==> src/rtl/mc_pkg.sv <==
// mc_pkg: state codes, opcode/funct constants and datapath select encodings for the multi-cycle control unit
package mc_pkg;
    typedef enum logic [3:0] {
        S_FETCH  = 4'd0,
        S_DECODE = 4'd1,
        S_MEMADR = 4'd2,
        S_MEMRD  = 4'd3,
        S_MEMWB  = 4'd4,
        S_MEMWR  = 4'd5,
        S_EXEC   = 4'd6,
        S_RWB    = 4'd7,
        S_BRANCH = 4'd8,
        S_JUMP   = 4'd9,
        S_IEXEC  = 4'd10,
        S_IWB    = 4'd11
    } state_t;
    localparam logic [5:0] OP_R    = 6'b000000;
    localparam logic [5:0] OP_LW   = 6'b100011;
    localparam logic [5:0] OP_SW   = 6'b101011;
    localparam logic [5:0] OP_BEQ  = 6'b000100;
    localparam logic [5:0] OP_J    = 6'b000010;
    localparam logic [5:0] OP_ADDI = 6'b001000;
    localparam logic [5:0] OP_ORI  = 6'b001101;
    localparam logic [5:0] F_ADD = 6'b100000;
    localparam logic [5:0] F_SUB = 6'b100010;
    localparam logic [5:0] F_AND = 6'b100100;
    localparam logic [5:0] F_OR  = 6'b100101;
    localparam logic [5:0] F_SLT = 6'b101010;
    localparam logic [2:0] ALU_ADD = 3'b000;
    localparam logic [2:0] ALU_SUB = 3'b001;
    localparam logic [2:0] ALU_AND = 3'b010;
    localparam logic [2:0] ALU_OR  = 3'b011;
    localparam logic [2:0] ALU_SLT = 3'b100;
    localparam logic [1:0] SRCB_B    = 2'b00;
    localparam logic [1:0] SRCB_4    = 2'b01;
    localparam logic [1:0] SRCB_IMM  = 2'b10;
    localparam logic [1:0] SRCB_IMM2 = 2'b11;
    localparam logic [1:0] PC_ALU = 2'b00;
    localparam logic [1:0] PC_OUT = 2'b01;
    localparam logic [1:0] PC_JMP = 2'b10;
endpackage

==> src/rtl/multicycle_control_if.sv <==
// multicycle_control_if: instruction/status inputs and datapath strobes between control unit and datapath
interface multicycle_control_if #(
    parameter int OP_W = 6,
    parameter int FUNCT_W = 6,
    parameter int ALUCTR_W = 3
);
    logic [OP_W-1:0] op;
    logic [FUNCT_W-1:0] funct;
    logic zero, mem_ready;
    logic pc_wr, ir_wr, mem_rd, mem_wr, iord, regdst, regwr, memtoreg, alusrca, extop, illegal, instr_done;
    logic [1:0] alusrcb, pcsrc;
    logic [ALUCTR_W-1:0] aluctr;
    logic [3:0] state;
    modport master (
        input op, funct, zero, mem_ready,
        output pc_wr, ir_wr, mem_rd, mem_wr, iord, regdst, regwr, memtoreg, alusrca, alusrcb,
        output pcsrc, extop, aluctr, illegal, instr_done, state
    );
    modport slave (
        output op, funct, zero, mem_ready,
        input pc_wr, ir_wr, mem_rd, mem_wr, iord, regdst, regwr, memtoreg, alusrca, alusrcb,
        input pcsrc, extop, aluctr, illegal, instr_done, state
    );
endinterface

==> src/rtl/multicycle_control_alu_decode.sv <==
// alu_decode: per-state ALU operation select and R-type funct legality
module alu_decode
    import mc_pkg::*;
#(
    parameter int OP_W = 6,
    parameter int FUNCT_W = 6,
    parameter int ALUCTR_W = 3
) (
    input  logic [OP_W-1:0]     op,
    input  logic [FUNCT_W-1:0]  funct,
    input  state_t              state,
    output logic [ALUCTR_W-1:0] aluctr,
    output logic                funct_ok
);
    logic [2:0] fcode;
    always_comb begin
        funct_ok = 1'b1;
        fcode = ALU_ADD;
        case (funct)
            F_ADD: fcode = ALU_ADD;
            F_SUB: fcode = ALU_SUB;
            F_AND: fcode = ALU_AND;
            F_OR:  fcode = ALU_OR;
            F_SLT: fcode = ALU_SLT;
            default: funct_ok = 1'b0;
        endcase
    end
    assign aluctr = ALUCTR_W'(state == S_EXEC ? fcode :
                              state == S_BRANCH ? ALU_SUB :
                              (state == S_IEXEC && op == OP_ORI) ? ALU_OR : ALU_ADD);
endmodule

==> src/rtl/multicycle_control.sv <==
// multicycle_control: multi-cycle MIPS control FSM driving datapath strobes per state
module multicycle_control
    import mc_pkg::*;
#(
    parameter int OP_W = 6,
    parameter int FUNCT_W = 6,
    parameter int ALUCTR_W = 3,
    parameter bit WAIT_MEM = 1'b1
) (
    input logic clk,
    input logic rst,
    multicycle_control_if.master bus
);
    state_t st, nx;
    logic lw_q, rdy, legal, funct_ok;
    logic [ALUCTR_W-1:0] alu;
    alu_decode #(.OP_W(OP_W), .FUNCT_W(FUNCT_W), .ALUCTR_W(ALUCTR_W)) u_alu (
        .op(bus.op), .funct(bus.funct), .state(st), .aluctr(alu), .funct_ok(funct_ok)
    );
    assign rdy = bus.mem_ready | !WAIT_MEM;
    assign legal = bus.op == OP_R ? funct_ok : bus.op inside {OP_LW, OP_SW, OP_BEQ, OP_J, OP_ADDI, OP_ORI};
    always_comb begin
        nx = S_FETCH;
        case (st)
            S_FETCH:  nx = rdy ? S_DECODE : S_FETCH;
            S_DECODE: nx = !legal ? S_FETCH :
                           bus.op == OP_R ? S_EXEC :
                           (bus.op == OP_LW || bus.op == OP_SW) ? S_MEMADR :
                           bus.op == OP_BEQ ? S_BRANCH :
                           bus.op == OP_J ? S_JUMP : S_IEXEC;
            S_MEMADR: nx = lw_q ? S_MEMRD : S_MEMWR;
            S_MEMRD:  nx = rdy ? S_MEMWB : S_MEMRD;
            S_MEMWR:  nx = rdy ? S_FETCH : S_MEMWR;
            S_EXEC:   nx = S_RWB;
            S_IEXEC:  nx = S_IWB;
            default:  nx = S_FETCH;
        endcase
    end
    // lw/sw is latched in DECODE so MEMADR does not depend on op
    always_ff @(posedge clk or negedge rst) begin
        if (!rst) begin
            st <= S_FETCH;
            lw_q <= 1'b0;
        end else begin
            st <= nx;
            if (st == S_DECODE) lw_q <= bus.op == OP_LW;
        end
    end
    always_comb begin
        bus.pc_wr = 1'b0;
        bus.ir_wr = 1'b0;
        bus.mem_rd = 1'b0;
        bus.mem_wr = 1'b0;
        bus.iord = 1'b0;
        bus.regdst = 1'b0;
        bus.regwr = 1'b0;
        bus.memtoreg = 1'b0;
        bus.alusrca = 1'b0;
        bus.alusrcb = SRCB_B;
        bus.pcsrc = PC_ALU;
        bus.extop = 1'b0;
        bus.illegal = 1'b0;
        bus.instr_done = 1'b0;
        if (rst) begin
            case (st)
                S_FETCH: begin
                    bus.mem_rd = 1'b1;
                    bus.alusrcb = SRCB_4;
                    bus.pc_wr = rdy;
                    bus.ir_wr = rdy;
                end
                S_DECODE: begin
                    bus.alusrcb = SRCB_IMM2;
                    bus.extop = 1'b1;
                    bus.illegal = !legal;
                end
                S_MEMADR: begin
                    bus.alusrca = 1'b1;
                    bus.alusrcb = SRCB_IMM;
                    bus.extop = 1'b1;
                end
                S_MEMRD: begin
                    bus.mem_rd = 1'b1;
                    bus.iord = 1'b1;
                end
                S_MEMWB: begin
                    bus.regwr = 1'b1;
                    bus.memtoreg = 1'b1;
                    bus.instr_done = 1'b1;
                end
                S_MEMWR: begin
                    bus.mem_wr = 1'b1;
                    bus.iord = 1'b1;
                    bus.instr_done = rdy;
                end
                S_EXEC: bus.alusrca = 1'b1;
                S_RWB: begin
                    bus.regwr = 1'b1;
                    bus.regdst = 1'b1;
                    bus.instr_done = 1'b1;
                end
                S_BRANCH: begin
                    bus.alusrca = 1'b1;
                    bus.pcsrc = PC_OUT;
                    bus.pc_wr = bus.zero;
                    bus.instr_done = 1'b1;
                end
                S_JUMP: begin
                    bus.pcsrc = PC_JMP;
                    bus.pc_wr = 1'b1;
                    bus.instr_done = 1'b1;
                end
                S_IEXEC: begin
                    bus.alusrca = 1'b1;
                    bus.alusrcb = SRCB_IMM;
                    bus.extop = bus.op != OP_ORI;
                end
                S_IWB: begin
                    bus.regwr = 1'b1;
                    bus.instr_done = 1'b1;
                end
                default: ;
            endcase
        end
    end
    assign bus.aluctr = rst ? alu : '0;
    assign bus.state = rst ? st : 4'd0;
endmodule

==> src/flat_wrapper.sv <==
// flat-port wrapper written by rule: the top's interface ports become plain ports
module multicycle_control_flat import mc_pkg::*;
#(
    parameter int OP_W = 6,
    parameter int FUNCT_W = 6,
    parameter int ALUCTR_W = 3,
    parameter bit WAIT_MEM = 1'b1
)
  (clk, rst, bus_op, bus_funct, bus_zero, bus_mem_ready, bus_pc_wr, bus_ir_wr, bus_mem_rd, bus_mem_wr, bus_iord, bus_regdst, bus_regwr, bus_memtoreg, bus_alusrca, bus_alusrcb, bus_pcsrc, bus_extop, bus_aluctr, bus_illegal, bus_instr_done, bus_state);
  multicycle_control_if #(.OP_W(OP_W), .FUNCT_W(FUNCT_W), .ALUCTR_W(ALUCTR_W)) bus_i ();
  input logic clk;
  input logic rst;
  input wire logic [$bits(bus_i.op)-1:0] bus_op;
  input wire logic [$bits(bus_i.funct)-1:0] bus_funct;
  input wire logic [$bits(bus_i.zero)-1:0] bus_zero;
  input wire logic [$bits(bus_i.mem_ready)-1:0] bus_mem_ready;
  output wire logic [$bits(bus_i.pc_wr)-1:0] bus_pc_wr;
  output wire logic [$bits(bus_i.ir_wr)-1:0] bus_ir_wr;
  output wire logic [$bits(bus_i.mem_rd)-1:0] bus_mem_rd;
  output wire logic [$bits(bus_i.mem_wr)-1:0] bus_mem_wr;
  output wire logic [$bits(bus_i.iord)-1:0] bus_iord;
  output wire logic [$bits(bus_i.regdst)-1:0] bus_regdst;
  output wire logic [$bits(bus_i.regwr)-1:0] bus_regwr;
  output wire logic [$bits(bus_i.memtoreg)-1:0] bus_memtoreg;
  output wire logic [$bits(bus_i.alusrca)-1:0] bus_alusrca;
  output wire logic [$bits(bus_i.alusrcb)-1:0] bus_alusrcb;
  output wire logic [$bits(bus_i.pcsrc)-1:0] bus_pcsrc;
  output wire logic [$bits(bus_i.extop)-1:0] bus_extop;
  output wire logic [$bits(bus_i.aluctr)-1:0] bus_aluctr;
  output wire logic [$bits(bus_i.illegal)-1:0] bus_illegal;
  output wire logic [$bits(bus_i.instr_done)-1:0] bus_instr_done;
  output wire logic [$bits(bus_i.state)-1:0] bus_state;
  assign bus_i.op = bus_op;
  assign bus_i.funct = bus_funct;
  assign bus_i.zero = bus_zero;
  assign bus_i.mem_ready = bus_mem_ready;
  assign bus_pc_wr = bus_i.pc_wr;
  assign bus_ir_wr = bus_i.ir_wr;
  assign bus_mem_rd = bus_i.mem_rd;
  assign bus_mem_wr = bus_i.mem_wr;
  assign bus_iord = bus_i.iord;
  assign bus_regdst = bus_i.regdst;
  assign bus_regwr = bus_i.regwr;
  assign bus_memtoreg = bus_i.memtoreg;
  assign bus_alusrca = bus_i.alusrca;
  assign bus_alusrcb = bus_i.alusrcb;
  assign bus_pcsrc = bus_i.pcsrc;
  assign bus_extop = bus_i.extop;
  assign bus_aluctr = bus_i.aluctr;
  assign bus_illegal = bus_i.illegal;
  assign bus_instr_done = bus_i.instr_done;
  assign bus_state = bus_i.state;
  multicycle_control #(.OP_W(OP_W), .FUNCT_W(FUNCT_W), .ALUCTR_W(ALUCTR_W), .WAIT_MEM(WAIT_MEM)) u_core (.clk(clk), .rst(rst), .bus(bus_i));
endmodule
==> config.mk <==
export PLATFORM = sky130hd
export DESIGN_NAME = multicycle_control_flat
export DESIGN_NICKNAME = d
export VERILOG_FILES = /design/src/rtl/mc_pkg.sv /design/src/rtl/multicycle_control_if.sv /design/src/rtl/multicycle_control_alu_decode.sv /design/src/rtl/multicycle_control.sv /design/src/flat_wrapper.sv
export SDC_FILE = /design/constraint.sdc
export NUM_CORES = 1
export LEC_CHECK = 0
export CORE_ASPECT_RATIO = 0.9
export CORE_MARGIN = 5
export CORE_UTILIZATION = 41
export DETAILED_ROUTE_END_ITERATION = 10
export MAX_ROUTING_LAYER = met4
export PLACE_DENSITY = 0.79
export SLEW_MARGIN = 10
export SYNTH_ARGS = -nofsm -noshare
export SYNTH_HDL_FRONTEND = slang
export SYNTH_HIERARCHICAL = 1
export SYNTH_SLANG_ARGS = --single-unit
==> constraint.sdc <==
create_clock -name clk -period 1.8 [get_ports clk]
set_input_delay 0.18 -clock clk [delete_from_list [all_inputs] [get_ports clk]]
set_output_delay 0.18 -clock clk [all_outputs]
set_load 0.02 [all_outputs]
==> run metrics <==
Avg Vias per Cell=5.804; Syn Area/Cell=around 7.5 um2; Crit. End Element=primary output; via count=1,300; CP bufs+invs=2; CTS tree=done; #FFs+latches synth=5; clk buf depth=2; MaxCap Viol Count=0; Crit path max-delay family=simple AND/OR/NAND/NOR gates; I/O pin count=39; post-layout minimum cycle time=around 1.8 ns; vias in the first global route=1,304; DRT iter0 DRCs=47; final WL=between 3000 and 4000 um; die area=a little over 3000 um2; initial core utilization=44.04%; largest cells by area after synthesis=dfrtp_1 (15%), and2_1 (5.1%), mux2i_1 (4.7%); type of the worst min-delay path=in -> async; crit-path max cell delay=between 0.4 and 0.5 ns; outcome=completed; global-route wire length before repair=about 5700 um; Fin. Hold Viols=0; Die Height=~53 um; worst endpoint data arrival time=1.58 ns; initial antenna violation count=0; largest net degree at the start of global routing=13; Chip Width=58.27 um; post-synth top area share=14.56%; Post-synth top flop=dfrtp_1; Place WS=-0.5707 ns; Final nets=216; worst skew pair latency=0.25 ns; max_slew headroom=65.07%; core area=1952 um2; Filler cells=123; Critical Path Start=u_core/st[0]$_DFF_PN0_; row count=15; PwrDens=552.6 nW/um2; critical path startpoint category=flop; Post-route DRC=0; RD Place Congestion=0.8893; critical path class=reg -> out; RSZ-0062 raised after global routing=yes; Async SR Flop Fraction=100.0%; Total GRT Usage=25.01%; I/O Buffers=38; DP Cell Count=214; Inserted Diodes=0; synthesis-to-layout area growth=92.29%; TritonRoute pass-1 iters=4; Post-DP Area=1565 um2; TNS Setup=0 ns; ANT nets after route=0; CTS Buf Count=3; wire per inst=17.25 um; Max IR drop VDD=0.3407 mV; Leakage=0.8541 nW; number of synthesized flops with an enable pin=0; Worst EP required=1.62 ns; dominant cell type by area after synthesis=dfrtp_1; library cells used by synthesis=43; Clk Tree Root Cell=clkbuf_4; Seq/Total Area, Yosys=14.56%; Final Skew=0.0006279 ns; cell area after synthesis=approximately 860 um2; pins over their slew limit=0; Critical-path top delay cell=dfrtp_2; fmax=0.5688 GHz; Final WS setup=roughly 0.042 ns; fin crit share=97.68%; clock-pin transition on the worst setup and hold timing paths=0.05 ns; Critical Path Fanout Max=5; end-of-flow core utilization=between 80% and 90%; Synth Instances=about 120; post-detail-place hpwl=2587 um; Final setup violation count=0; hold_ws=0.05207 ns; Reg2Reg Launch Point=u_core/st[1]$_DFF_PN0_; layout cells sized above 1=43.72%; GRT overflow=0; actual slew at the worst max-slew pin=0.5191 ns; R2R setup slack=0.06 ns; post-layout instance area=1653 um2; synth warn=6; CTS Sinks=5; fin cells=224; syn_nets=131; crit path cell chain=buf_4 > nor3b_2 > nand4_1 > nand3_1 > and2_1 > buf_2; CTS H-tree lvls=1; total power=0.9134 mW
power by group:
group / switching, mW / total, mW / internal (mW)
combinational: 0.326 / 0.629 / 0.303
sequential: 0.0189 / 0.147 / 0.129
clock: 0.0523 / 0.137 / 0.0842
total: 0.397 / 0.913 / 0.516
state kept, by name, summed over array words and instances, names as in the netlist:
signal and count:
u_core/lw_q 1, u_core/st 4
area by class of cell:
cell class                 count  area (um2)  area share [%]
multi-input combinational     98       747.0           45.19
timing repair buffer          88       705.7           42.69
sequential                     5       127.6           7.721
tap                           25       31.28           1.893
clock buffer                   4       26.28           1.590
inverter                       4       15.01          0.9084
path summary, 6_finish.rpt:
kind	depth (start not counted)	endpoint
setup / recovery	6	bus_aluctr[0]
hold / removal	2	u_core/st[1]$_DFF_PN0_
setup reg to reg	6	u_core/st[0]$_DFF_PN0_
hold reg to reg	2	u_core/lw_q$_DFFE_PN0P_
max in group asynchronous	2	u_core/st[0]$_DFF_PN0_
min in group clk	4	u_core/lw_q$_DFFE_PN0P_
layout by cell type, fill, tap and decap left out, drive strengths merged, types with 4 or more instances in the layout:
cell type and count:
nor4 4, clkbuf 11, inv 4, dfrtp 5, nor4b 4, and2 7, dlygate4sd2 8, nor2 5
nor3 7, clkdlybuf4s50 5, a21oi 6, dlymetal6s2s 9, nor2b 5, nand2b 6, o21ai 7, mux2i 4
nand2 9, buf 58, nor3b 5
cell usage after synthesis, types with 3 or more instances:
cell type,n
and2_1,7
nand2_1,9
nor4b_1,3
mux2i_1,4
nand2b_1,6
inv_1,4
buf_2,5
nor2b_1,5
nor3_1,7
dfrtp_1,5
o21ai_0,6
nor3b_1,5
nand3_1,3
a21oi_1,6
nor2_1,5
kinds of logic after synthesis:
kind of cell,after synthesis,share of synthesized area [%]
multiplexers,5,5.968
adder cells (fa/ha/maj),1,1.165
AND/OR/NAND/NOR,67,51.67
flip-flops,5,14.56
buffers and inverters,12,5.967
XOR/XNOR,1,1.019
AO/OA/AOI/OAI,24,19.65
layer usage:
metal / up-vias / global-route usage [%] / routed length (um)
met5: - / - / 0
met1: 619 / 26.88 / 1590
met4: 0 / 12.36 / 121
met3: 18 / 3.902 / 209
li1: 600 / - / -
met2: 63 / 44.80 / 1943
what timing repair did:
action | 4_1_cts | 5_1_grt
resized for setup | 58 | 43
hold buffers | 0 | 0
pin swaps | 3 | 8
setup endpoints to repair | 23 | 19
buffers inserted | 3 | 3
gates cloned | 0 | 0
No activity file was read; power rests on OpenSTA's default activity.
